`src/rtl/uart_pkg.sv`:
```
// Shared character definitions for the uart receive path.
package uart_pkg;

   typedef logic [7:0] uart_char_t;

   localparam uart_char_t ASCII_CR = 8'h0D;
   localparam uart_char_t ASCII_LF = 8'h0A;

endpackage

```
`src/rtl/uart_fifo_core.sv`:
```
// Show-ahead FIFO storage with explicit pointer wrap, so DEPTH need not be a power of two.
// The caller qualifies i_wr/i_rd against full/empty and clear.
module uart_fifo_core #(
   parameter int unsigned DATA_WIDTH = 8,
   parameter int unsigned DEPTH      = 10,
   parameter int unsigned CNT_W      = $clog2(DEPTH + 1)
) (
   input  logic                  clk,
   input  logic                  reset_n,
   input  logic                  i_clr,
   input  logic                  i_wr,
   input  logic [DATA_WIDTH-1:0] i_wr_data,
   input  logic                  i_rd,
   output logic [DATA_WIDTH-1:0] o_rd_data,
   output logic [CNT_W-1:0]      o_count,
   output logic                  o_full,
   output logic                  o_empty
);

   localparam int unsigned      PTR_W    = (DEPTH > 1) ? $clog2(DEPTH) : 1;
   localparam logic [PTR_W-1:0] LAST_PTR = PTR_W'(DEPTH - 1);
   localparam logic [CNT_W-1:0] FULL_CNT = CNT_W'(DEPTH);

   logic [DATA_WIDTH-1:0] r_mem [DEPTH];
   logic [PTR_W-1:0]      r_wr_ptr;
   logic [PTR_W-1:0]      r_rd_ptr;
   logic [CNT_W-1:0]      r_count;

   // Storage is not reset; contents are only visible through rd_ptr once written.
   always_ff @(posedge clk) begin
      if (i_wr) begin
         r_mem[r_wr_ptr] <= i_wr_data;
      end
   end

   always_ff @(posedge clk or negedge reset_n) begin
      if (!reset_n) begin
         r_wr_ptr <= '0;
         r_rd_ptr <= '0;
         r_count  <= '0;
      end else if (i_clr) begin
         r_wr_ptr <= '0;
         r_rd_ptr <= '0;
         r_count  <= '0;
      end else begin
         if (i_wr) begin
            r_wr_ptr <= (r_wr_ptr == LAST_PTR) ? '0 : r_wr_ptr + PTR_W'(1);
         end
         if (i_rd) begin
            r_rd_ptr <= (r_rd_ptr == LAST_PTR) ? '0 : r_rd_ptr + PTR_W'(1);
         end
         case ({i_wr, i_rd})
            2'b10:   r_count <= r_count + CNT_W'(1);
            2'b01:   r_count <= r_count - CNT_W'(1);
            default: r_count <= r_count;
         endcase
      end
   end

   assign o_rd_data = r_mem[r_rd_ptr];
   assign o_count   = r_count;
   assign o_full    = (r_count == FULL_CNT);
   assign o_empty   = (r_count == '0);

endmodule

```
`src/rtl/uart_rx_line_fifo.sv`:
```
// UART receive buffer: FIFO with line-terminator counting and sticky overflow.
// Define UART_RX_LINE_FIFO_ECHO_EN to add a one-entry echo register towards uart TX.
module uart_rx_line_fifo
   import uart_pkg::*;
#(
   parameter int unsigned           DATA_WIDTH = 8,
   parameter int unsigned           DEPTH      = 10,
   parameter logic [DATA_WIDTH-1:0] TERM_CHAR  = DATA_WIDTH'(ASCII_CR),
   parameter int unsigned           CNT_W      = $clog2(DEPTH + 1)
) (
   input  logic                  clk,
   input  logic                  reset_n,
   input  logic                  ena,
   input  logic                  clear,
   input  logic [DATA_WIDTH-1:0] rx_data,
   input  logic                  rx_valid,
   output logic                  rx_ready,
   output logic [DATA_WIDTH-1:0] rd_data,
   output logic                  rd_valid,
   input  logic                  rd_ready,
   output logic [CNT_W-1:0]      count,
   output logic                  line_ready,
   output logic                  overflow,
   output logic [DATA_WIDTH-1:0] tx_data,
   output logic                  tx_valid,
   input  logic                  tx_ready
);

   logic                  w_full;
   logic                  w_empty;
   logic                  w_echo_free;
   logic                  w_rx_ready;
   logic                  w_rd_valid;
   logic                  w_wr;
   logic                  w_rd;
   logic                  w_clr;
   logic                  w_term_in;
   logic                  w_term_out;
   logic [DATA_WIDTH-1:0] w_rd_data;
   logic [CNT_W-1:0]      w_count;
   logic [CNT_W-1:0]      r_lines;
   logic                  r_overflow;

   assign w_clr      = ena & clear;
   assign w_rx_ready = ena & ~w_full & w_echo_free;
   assign w_rd_valid = ena & ~w_empty;
   // clear wins over a same-cycle write or read.
   assign w_wr       = rx_valid & w_rx_ready & ~clear;
   assign w_rd       = w_rd_valid & rd_ready & ~clear;
   assign w_term_in  = w_wr & (rx_data == TERM_CHAR);
   assign w_term_out = w_rd & (w_rd_data == TERM_CHAR);

   uart_fifo_core #(
      .DATA_WIDTH (DATA_WIDTH),
      .DEPTH      (DEPTH),
      .CNT_W      (CNT_W)
   ) u_core (
      .clk       (clk),
      .reset_n   (reset_n),
      .i_clr     (w_clr),
      .i_wr      (w_wr),
      .i_wr_data (rx_data),
      .i_rd      (w_rd),
      .o_rd_data (w_rd_data),
      .o_count   (w_count),
      .o_full    (w_full),
      .o_empty   (w_empty)
   );

   always_ff @(posedge clk or negedge reset_n) begin
      if (!reset_n) begin
         r_lines    <= '0;
         r_overflow <= 1'b0;
      end else if (ena) begin
         if (clear) begin
            r_lines    <= '0;
            r_overflow <= 1'b0;
         end else begin
            if (w_term_in && !w_term_out) begin
               r_lines <= r_lines + CNT_W'(1);
            end else if (!w_term_in && w_term_out) begin
               r_lines <= r_lines - CNT_W'(1);
            end
            if (rx_valid && !w_rx_ready) begin
               r_overflow <= 1'b1;
            end
         end
      end
   end

`ifdef UART_RX_LINE_FIFO_ECHO_EN
   logic                  r_echo_full;
   logic [DATA_WIDTH-1:0] r_echo_data;

   // A write is only accepted while the slot is empty, so load and drain never collide.
   always_ff @(posedge clk or negedge reset_n) begin
      if (!reset_n) begin
         r_echo_full <= 1'b0;
         r_echo_data <= '0;
      end else if (ena) begin
         if (clear) begin
            r_echo_full <= 1'b0;
            r_echo_data <= '0;
         end else if (w_wr) begin
            r_echo_full <= 1'b1;
            r_echo_data <= rx_data;
         end else if (r_echo_full && tx_ready) begin
            r_echo_full <= 1'b0;
         end
      end
   end

   assign w_echo_free = ~r_echo_full;
   assign tx_valid    = ena & r_echo_full;
   assign tx_data     = r_echo_data;
`else
   logic w_unused_tx_ready;

   assign w_unused_tx_ready = tx_ready;
   assign w_echo_free       = 1'b1;
   assign tx_valid          = 1'b0;
   assign tx_data           = '0;
`endif

   assign rx_ready   = w_rx_ready;
   assign rd_valid   = w_rd_valid;
   assign rd_data    = w_rd_data;
   assign count      = w_count;
   assign line_ready = (r_lines != '0);
   assign overflow   = r_overflow;

endmodule

```
`config.mk`:
```
export PLATFORM = sky130hd
export DESIGN_NAME = uart_rx_line_fifo
export DESIGN_NICKNAME = d
export VERILOG_FILES = /design/src/rtl/uart_pkg.sv /design/src/rtl/uart_fifo_core.sv /design/src/rtl/uart_rx_line_fifo.sv
export SDC_FILE = /design/constraint.sdc
export NUM_CORES = 1
export LEC_CHECK = 0
export BUFFER_PORTS_ARGS = -buffer_cell sky130_fd_sc_hd__buf_2
export CAP_MARGIN = 30
export CORE_UTILIZATION = 53
export DETAILED_ROUTE_END_ITERATION = 12
export HOLD_SLACK_MARGIN = 0.15
export PLACE_DENSITY = 0.8
export SLEW_MARGIN = 25
export SYNTH_ARGS = -nofsm -noshare
export SYNTH_HDL_FRONTEND = slang
export SYNTH_SLANG_ARGS = --single-unit
export TNS_END_PERCENT = 100
```
`constraint.sdc`:
```
create_clock -name clk -period 3.4 [get_ports clk]
set_input_delay 0.34 -clock clk [delete_from_list [all_inputs] [get_ports clk]]
set_output_delay 0.34 -clock clk [all_outputs]
set_load 0.005 [all_outputs]
```
==> results of run 1 <==
routing by layer:
metal | up-vias | routed length (um)
met2 | 90 | 4310
li1 | 1280 | -
met1 | 1319 | 3660
met3 | 17 | 531
met5 | - | 0
met4 | 0 | 157
final timing paths:
check                                                     from                              to  slack [ns]  cells after the start
worst min register to register            overflow$_DFFE_PN0P_            overflow$_DFFE_PN0P_        0.54                      2
worst min-delay path                                  rd_ready  u_core.r_rd_ptr[3]$_DFFE_PN0P_        0.29                      3
min in group asynchronous                              reset_n            overflow$_DFFE_PN0P_        0.44                      2
worst max register to register  u_core.r_rd_ptr[1]$_DFFE_PN0P_          r_lines[2]$_DFFE_PN0P_        0.07                     11
worst max-delay path            u_core.r_rd_ptr[1]$_DFFE_PN0P_          r_lines[2]$_DFFE_PN0P_        0.07                     11
max in group asynchronous                              reset_n  u_core.r_rd_ptr[1]$_DFFE_PN0P_        2.63                      2
through the flow:
step	instances	total power, W	cell area (um^2)	hold WS [ns]
after floorplan	325	0.00172	4460	0.0444
after global placement	456	0.00189	4790	0.295
after detailed placement	456	0.00191	4790	0.302
after CTS	473	0.00261	5020	0.278
after global routing	474	0.00274	5060	0.293
final	474	0.00261	5060	0.289
cell usage after synthesis (2+ instances only):
cell / instances
a21o_1: 4
a21oi_1: 14
a22oi_1: 3
and2_1: 2
buf_2: 6
buf_4: 10
buf_6: 2
clkbuf_1: 9
dfrtp_1: 17
edfxtp_1: 80
fa_1: 2
ha_1: 7
inv_1: 6
mux2i_1: 22
mux4_2: 10
nand2_1: 20
nand2b_1: 9
nand3_1: 2
nand4b_1: 2
nor2_1: 20
nor2b_1: 5
nor3_1: 8
nor4_1: 4
nor4bb_1: 2
o21a_1: 3
o21ai_0: 10
o21ai_1: 8
o221ai_1: 4
or2_1: 2
or3_1: 3
xor2_1: 3
power by group:
group	leakage, nW	switching, W	total (W)	internal (W)
registers	0.946	0.0000607	0.00139	0.00133
logic	0.777	0.000263	0.000526	0.000263
clock network	0.0957	0.000411	0.000692	0.000282
worst min-delay path, stage by stage:
cell and delay (ns):
buf_2 0.10, nand2_1 0.07, o41ai_1 0.09
state kept, by name (all words and copies together) (netlist names):
signal,count
u_core.r_rd_ptr,4
u_core.o_count,4
u_core.r_wr_ptr,4
overflow,1
u_core.r_mem,80
r_lines,4
area by class of cell:
type                            instances  area [um^2]
Clock buffer                            9          124
Clock inverter                          7         61.3
Fill cell                             575         2820
Inverter                                6         22.5
Multi-Input combinational cell        195         1510
Sequential cell                        97         2830
Tap cell                              102          128
Timing Repair Buffer                   58          385
kinds of logic after synthesis:
kind of cell | share of synthesized area (%)
mux | 10.1
simple gates | 9.75
xor+xnor | 1.30
fa+ha+maj | 2.88
flops | 63.8
other cells | 0.0847
buf+inv | 4.15
compound gates | 7.94
timing repair:
item,in CTS,in global routing
setup endpoints to repair,2,2
hold buffers,1,0
endpoints found under the hold margin,17,0
pin swaps,1,3
resized for setup,7,8
setup buffers,0,1
==> impl_metrics.tcl, run 1 <==
set metrics [dict create \
    num_antenna_cells 0 \
    pre_cts_ws_ns -0.164 \
    cts.clk_slew.worst_paths_ns 0.10 \
    finalHoldViolCount 0 \
    clockBufferDepth 2 \
    syn_area_per_cell_um2 14.0 \
    clock-sinks 97 \
    final_cell_mix "edfxtp_1 (80), buf_2 (29), buf_4 (25)" \
    grt_pass1_vias 2681 \
    cp_num_buf_inv 1 \
    clock_skew_ns 0.0126 \
    cts-root-buf "clkbuf_8" \
    maxCapViolCount 0 \
    setup_viol 0 \
    cp_data_required_time_ns 3.64 \
    ant_nets 0 \
    final.min_clock_period_ns 3.33 \
    start_util_pct 56.2 \
    fin_crit_sh_pct 97.9 \
    grt_pass1_wl_um 13700 \
    yosysWarningCount 0 \
    area_delta_synth_final_pct 14.4 \
    critPathKind "reg2reg" \
    cts_buffers 9 \
    hold_class "in2reg" \
    timing.fmax_ghz 0.300 \
    worst_pin_slew_ns 0.575 \
    crit_family "multiplexers" \
    hpwl_um 5910 \
    slew_viol_final 0 \
    synth.top_cells.by_area "edfxtp_1 (54%), dfrtp_1 (9.6%), mux4_2 (5.1%)" \
    portBuffers 29 \
    maxSlewHeadroom_pct 61.1 \
    htree_num_levels 3 \
    antenna_found_initial 0 \
    layout_commonest_cell "edfxtp_1" \
    place.gp.congestion 0.829 \
    ir_worst_vdd_uv 290 \
    layout-drive-gt1-share_pct 25.5 \
    num_io_pins 40 \
    die_y_um 93.4 \
    die_x_um 93.4 \
    slowest_delay_ns 0.51 \
    worst_setup_path_start_kind "register" \
    setup_tns_ns 0 \
    synthArstFlopShare_pct 17.5 \
    syn-cell-area_mm2 0.00443 \
    layout.nets 391 \
    crit_fanout 4 \
    synth.top_cell.area_share_pct 54.2 \
    drc 0 \
    grt_max_degree 20 \
    synth-edff-count 80 \
    grt_use_met2_pct 35.2 \
    met1_usage_pct 27.4 \
    gr-total-overflow 0 \
    core_mm2 0.00789 \
    rows 32 \
    utilization_pct 64.2 \
    grt.total_usage_pct 21.5 \
    worstPathCellList "mux4_2, mux4_2, nor3_4, nor4bb_4, nand2b_4, inv_1, fa_2, xor2_1, nor2_1, and3_1, a2111o_1" \
    insertion_delay_ns 0.35 \
    power_leakage_nw 1.82 \
    dr.pass1.iters 4 \
    viasPerCell 5.71 \
    crit_top_cell "mux4_2" \
    wire_per_inst_um 18.3 \
    powerDensity_mw_per_mm2 514 \
    drt_iter0_drc 163 \
    ys.flop_type "edfxtp_1" \
    ys_types 49 \
    grt_busiest_layer "met2" \
    rsz0062_at_grt "true" \
    critPathSlowestCell "mux4_2" \
    synth_area_leader_cell "edfxtp_1" \
    status "complete, no violations" \
    ys_ff_latch 97 \
    synthCells 317 \
    ys_seq_area_share_pct 63.8 \
    setup_ws_ns 0.0704 \
    arrival_ns 3.57 \
    vias 2706 \
    met3_usage_pct 4.96 \
    die_area_mm2 0.00873 \
    wl_um 8660 \
    cts_tree "yes" \
    endpoint_kind "register" \
]
Note: power is estimated with default switching activity, not from simulation.
==> run 2, diff against run 1 <==
--- a/config.mk
+++ b/config.mk
@@ -5,12 +5,13 @@
 export SDC_FILE = /design/constraint.sdc
 export NUM_CORES = 1
 export LEC_CHECK = 0
+export ABC_AREA = 1
 export BUFFER_PORTS_ARGS = -buffer_cell sky130_fd_sc_hd__buf_2
 export CAP_MARGIN = 30
-export CORE_UTILIZATION = 53
+export CORE_UTILIZATION = 54
 export DETAILED_ROUTE_END_ITERATION = 12
 export HOLD_SLACK_MARGIN = 0.15
-export PLACE_DENSITY = 0.8
+export PLACE_DENSITY = 0.81
 export SLEW_MARGIN = 25
 export SYNTH_ARGS = -nofsm -noshare
 export SYNTH_HDL_FRONTEND = slang
==> impl_metrics.tcl, run 2 <==
set metrics [dict create \
    status "complete, no violations" \
    clock_skew_ns 0.0125 \
    num_antenna_cells 0 \
    synthCells 444 \
    area_delta_synth_final_pct 8.20 \
    setup_tns_ns 0 \
    min_path_cells 3 \
    htree_num_levels 3 \
    synth-xor-area-share_pct 1.34 \
    wire_per_inst_um 15.9 \
    synth.top_cells.by_area "edfxtp_1 (53%), dfrtp_1 (9.3%), nand2_1 (6.4%)" \
    critPathKind "reg2reg" \
    ant_nets 0 \
    finalHoldViolCount 0 \
    slew_viol_final 0 \
    synth_fa_ha_area_share_pct 2.80 \
    regToRegSetupSlack_ns 0.44 \
    ys_types 37 \
    rsz0062_at_grt "false" \
    die_x_um 93.9 \
    synth_top_family_by_area "simple AND/OR/NAND/NOR gates" \
    grt_max_degree 40 \
    cp_data_required_time_ns 3.71 \
    largest_reg_flops 80 \
    antenna_found_initial 0 \
    start_util_pct 55.6 \
    die_area_mm2 0.00882 \
    hold_class "in2reg" \
    cts.clk_slew.worst_paths_ns 0.10 \
    worst_setup_path_start_kind "register" \
    timing.fmax_ghz 0.338 \
    setup.worst_path.start "u_core.r_rd_ptr[0]$_DFFE_PN0P_" \
    rows 33 \
    gr-total-overflow 0 \
    min-delay-start "ena" \
    hpwl_um 6300 \
    maxCapViolCount 0 \
    wl_um 9360 \
    yosys.area_share.simple_pct 19.7 \
    grt.total_usage_pct 22.7 \
    final_cell_mix "edfxtp_1 (80), nand2_1 (78), nor2_1 (57)" \
    yosysWarningCount 0 \
    powerDensity_mw_per_mm2 543 \
    total_power_w 0.00268 \
    layout_commonest_cell "edfxtp_1" \
    drc 0 \
    ys_ff_latch 97 \
    num_io_pins 40 \
    cts_tree "yes" \
    setup_viol 0 \
    final.min_clock_period_ns 2.96 \
    synth.area.mux_share_pct 0 \
    ys_seq_area_share_pct 62.0 \
    maxSlewHeadroom_pct 47.3 \
    core_mm2 0.00822 \
    rr_endpoint "r_lines[3]$_DFFE_PN0P_" \
    arrival_ns 3.27 \
    cts_buffers 9 \
    syn-cell-area_mm2 0.00456 \
    hold_slack_ns 0.300 \
    ys.flop_type "edfxtp_1" \
    hold_end "r_lines[3]$_DFFE_PN0P_" \
    cts_resized 0 \
    synth-compound-area-share_pct 6.14 \
    vias 3229 \
    fin_crit_sh_pct 87.1 \
    yosysMostFrequentCell "edfxtp_1" \
    post_cts_buffers 0 \
    ir_worst_vdd_uv 391 \
    drt_iter0_drc 278 \
    place.gp.congestion 0.846 \
    synth.top_cell.area_share_pct 52.6 \
    layout.nets 503 \
    dr.pass1.iters 5 \
    synth_common_cells "edfxtp_1 (80), nand2_1 (78), nor2_1 (57), inv_1 (45), nand3_1 (45)" \
    reg2regPathDepth 20 \
    synth_area_leader_cell "edfxtp_1" \
    regMostFlops "u_core.r_mem" \
    r2r-start "u_core.r_rd_ptr[0]$_DFFE_PN0P_" \
    insertion_delay_ns 0.37 \
    cts_hold_buf 1 \
    layout-drive-gt1-share_pct 14.5 \
    portBuffers 29 \
    clock-sinks 97 \
    viasPerCell 5.49 \
    syn_area_per_cell_um2 10.3 \
    endpoint_kind "register" \
    synth-edff-count 80 \
    clockBufferDepth 2 \
    synthArstFlopShare_pct 17.5 \
    die_y_um 93.9 \
    grt_pass1_wl_um 14700 \
    grt_pass1_vias 3034 \
    worst_pin_slew_ns 0.788 \
    power_leakage_nw 2.05 \
    cts-root-buf "clkbuf_8" \
    crit_fanout 23 \
]
-- run 2: how the worst max path moves through the flow --
stage,end,slack (ns),cells after the start
after floorplan,r_lines[3]$_DFFE_PN0P_,0.94,22
final,r_lines[3]$_DFFE_PN0P_,0.44,20
after global routing,r_lines[3]$_DFFE_PN0P_,0.1,20
after global placement,r_lines[3]$_DFFE_PN0P_,0.55,20
after detailed placement,r_lines[3]$_DFFE_PN0P_,0.47,20
after CTS,r_lines[3]$_DFFE_PN0P_,0.45,20
-- run 2: report_power, final --
group,switching (W),total (W),internal (W)
clock,0.000407,0.000671,0.000265
sequential,0.0000308,0.00135,0.00132
combinational,0.000443,0.000663,0.000221
-- run 2: critical path: stages (launching register included) --
cell and delay [ns]:
dfrtp_1 0.42, buf_4 0.29, buf_4 0.22, nor2_1 0.06, nor2_1 0.07, o21ai_0 0.08, nand3_1 0.14, nand3_1 0.09
nand2_1 0.12, nand2_1 0.06, nor3_1 0.14, nand4_1 0.11, nand2_1 0.16, ha_1 0.29, a21oi_1 0.13, nand2_1 0.07
xor2_1 0.17, inv_1 0.06, nand2_1 0.06, nand2_1 0.04, o21ai_1 0.11
-- run 2: metal layers --
| metal | vias to the layer above | global-route usage (%) | wire length, um |
|---|---|---|---|
| li1 | 1546 | - | - |
| met1 | 1555 | 30.3 | 4120 |
| met2 | 113 | 35.3 | 4460 |
| met3 | 15 | 5.10 | 577 |
| met4 | 0 | 10.9 | 206 |
| met5 | - | 0 | 0 |
-- run 2: final cells by class --
type,instances,area [um^2]
multi-input combinational,283,1400
tap,105,131
timing repair buffer,39,223
clock inverter,6,42.5
fill,641,3280
sequential,97,2830
inverter,49,186
clock buffer,9,124
-- run 2: kinds of logic (layout without fill, tap and decap cells) --
logic type | Yosys count | in the layout
other | 1 | 9
and+or+nand+nor | 207 | 207
adders and majority gates | 9 | 9
AOI/OAI and AO/OA | 51 | 51
xor gates and xnor gates | 7 | 7
DFF | 97 | 97
buffers and inverters | 72 | 103
-- run 2: per-stage QoR --
step	cell area, um^2	std cells	setup slack (ns)	utilization [%]
after global routing	4940	588	0.0977	60.1
final	4940	588	0.437	60.1
after CTS	4940	588	0.446	60.1
after global placement	4760	572	0.555	58.0
after floorplan	4590	452	0.945	-
after detailed placement	4760	572	0.467	58.0
==> run 3, diff against run 2 <==
--- a/config.mk
+++ b/config.mk
@@ -8,10 +8,11 @@
 export ABC_AREA = 1
 export BUFFER_PORTS_ARGS = -buffer_cell sky130_fd_sc_hd__buf_2
 export CAP_MARGIN = 30
-export CORE_UTILIZATION = 54
+export CORE_UTILIZATION = 56
+export CTS_BUF_LIST = sky130_fd_sc_hd__clkbuf_8
 export DETAILED_ROUTE_END_ITERATION = 12
 export HOLD_SLACK_MARGIN = 0.15
-export PLACE_DENSITY = 0.81
+export PLACE_DENSITY = 0.84
 export SLEW_MARGIN = 25
 export SYNTH_ARGS = -nofsm -noshare
 export SYNTH_HDL_FRONTEND = slang
==> impl_metrics.tcl, run 3 (same netlist as run 2, synthesis figures left out) <==
set metrics [dict create \
    setup_ws_ns 0.319 \
    finalHoldViolCount 0 \
    grt_max_degree 40 \
    setup_tns_ns 0 \
    slew_viol_final 0 \
    wl_um 9340 \
    status "complete, no violations" \
    critPathSlowestCell "dfrtp_1" \
    layout-drive-gt1-share_pct 14.5 \
    layout.nets 503 \
    final_cell_mix "edfxtp_1 (80), nand2_1 (78), nor2_1 (57)" \
    cts-root-buf "clkbuf_8" \
    clockBufferDepth 2 \
    cts.clk_slew.worst_paths_ns 0.09 \
    clock_skew_ns 0.0111 \
    clock-sinks 97 \
    antenna_found_initial 0 \
    core_mm2 0.00781 \
    pre_cts_ws_ns 0.420 \
    setup_viol 0 \
    dr.pass1.iters 5 \
    timing.fmax_ghz 0.325 \
    die_area_mm2 0.00852 \
    grt_busiest_layer "met2" \
    crit_fanout 24 \
    largest_reg_flops 80 \
    final.min_clock_period_ns 3.08 \
    num_antenna_cells 0 \
    num_io_pins 40 \
    grt_pass1_vias 3036 \
    viasPerCell 5.64 \
    power_leakage_nw 2.05 \
    maxSlewHeadroom_pct 48.9 \
    grt_use_met2_pct 36.9 \
    maxCapViolCount 0 \
    drt_iter0_drc 263 \
    insertion_delay_ns 0.37 \
    drc 0 \
    grt.total_usage_pct 23.5 \
    met1_usage_pct 30.4 \
    endpoint_kind "register" \
    portBuffers 29 \
    fin_crit_sh_pct 90.6 \
    cts_buffers 9 \
    worstPathCellList "buf_4, nor2_1, nor2_1, o21ai_0, nand3_1, nand3_1, nand2_1, nand2_1, nor3_1, nand4_1, nand2_1, ha_1, a21oi_1, nand2_1, xor2_1, inv_1, nand2_1, nand2_1, o21ai_1" \
    start_util_pct 58.5 \
    arrival_ns 3.38 \
    hold_class "in2reg" \
    cp_data_required_time_ns 3.70 \
    slowest_delay_ns 0.59 \
    met3_usage_pct 5.47 \
    regMostFlops "u_core.r_mem" \
    critPathKind "reg2reg" \
    crit_top_cell "nand2_1" \
    rows 32 \
    postLayoutCellArea_mm2 0.00493 \
    die_x_um 92.3 \
    ir_worst_vdd_uv 368 \
    ant_nets 0 \
    die_y_um 92.3 \
    place.gp.congestion 0.869 \
    placed_area_mm2 0.00476 \
    gr-total-overflow 0 \
    grt_pass1_wl_um 14700 \
    vias 3296 \
    hpwl_um 6180 \
    cts_tree "yes" \
    htree_num_levels 3 \
    area_delta_synth_final_pct 8.11 \
    layout_commonest_cell "edfxtp_1" \
    utilization_pct 63.2 \
    cts_resized 0 \
    worst_pin_slew_ns 0.764 \
    powerDensity_mw_per_mm2 539 \
    worst_setup_path_start_kind "register" \
    wire_per_inst_um 16.0 \
    rsz0062_at_grt "false" \
]
[run 3: through the flow]
stage	hold WS (ns)	power (W)	std cells
CTS	0.291	0.00266	584
global route	0.316	0.00278	584
detailed placement	0.282	0.00202	569
global placement	0.278	0.00199	569
finish	0.303	0.00266	584
floorplan	0.0444	0.00185	452
[run 3: worst paths after layout]
path / startpoint / to / slack (ns) / cells after the start
setup / recovery: u_core.r_rd_ptr[0]$_DFFE_PN0P_ / r_lines[3]$_DFFE_PN0P_ / 0.32 / 19
hold / removal: ena / r_lines[2]$_DFFE_PN0P_ / 0.30 / 3
setup reg to reg: u_core.r_rd_ptr[0]$_DFFE_PN0P_ / r_lines[3]$_DFFE_PN0P_ / 0.32 / 19
hold reg to reg: overflow$_DFFE_PN0P_ / overflow$_DFFE_PN0P_ / 0.50 / 1
max in group asynchronous: reset_n / u_core.r_wr_ptr[2]$_DFFE_PN0P_ / 2.69 / 2
min in group asynchronous: reset_n / r_lines[2]$_DFFE_PN0P_ / 0.42 / 2
[run 3: area by class of cell]
type                       instances  area (um^2)
inverter                          49          186
tap                              102          128
clock buffer                       9          124
multi-input combinational        283         1400
sequential                        97         2830
clock inverter                     5         42.5
timing repair buffer              39          223
fill                             584         2870
[run 3: repair_timing]
item | in CTS | in global routing
setup buffers | 0 | 0
endpoints found under the hold margin | 17 | 0
hold buffers | 1 | 0
[run 3: worst max-delay path: cells and delay by family (launching register included)]
| family | cells | cell delay, ns |
|---|---|---|
| adders and majority gates | 1 | 0.29 |
| xor gates and xnor gates | 1 | 0.19 |
| DFF | 1 | 0.59 |
| AOI/OAI and AO/OA | 3 | 0.38 |
| buffers and inverters | 2 | 0.41 |
| and+or+nand+nor | 12 | 1.15 |
[run 3: per-layer routing]
metal  up-vias  routed length (um)  share of wire, %
met1      1563                3720                40
met3        31                 766               8.2
met2       159                4520                48
met5         -                   0                 0
li1       1543                   -                 -
met4         0                 330               3.5
[run 3: report_power, final]
part | internal, W | leakage [nW] | switching (W)
clock | 0.000264 | 0.0817 | 0.000391
sequential | 0.00132 | 0.953 | 0.0000390
combinational | 0.000215 | 1.01 | 0.000432
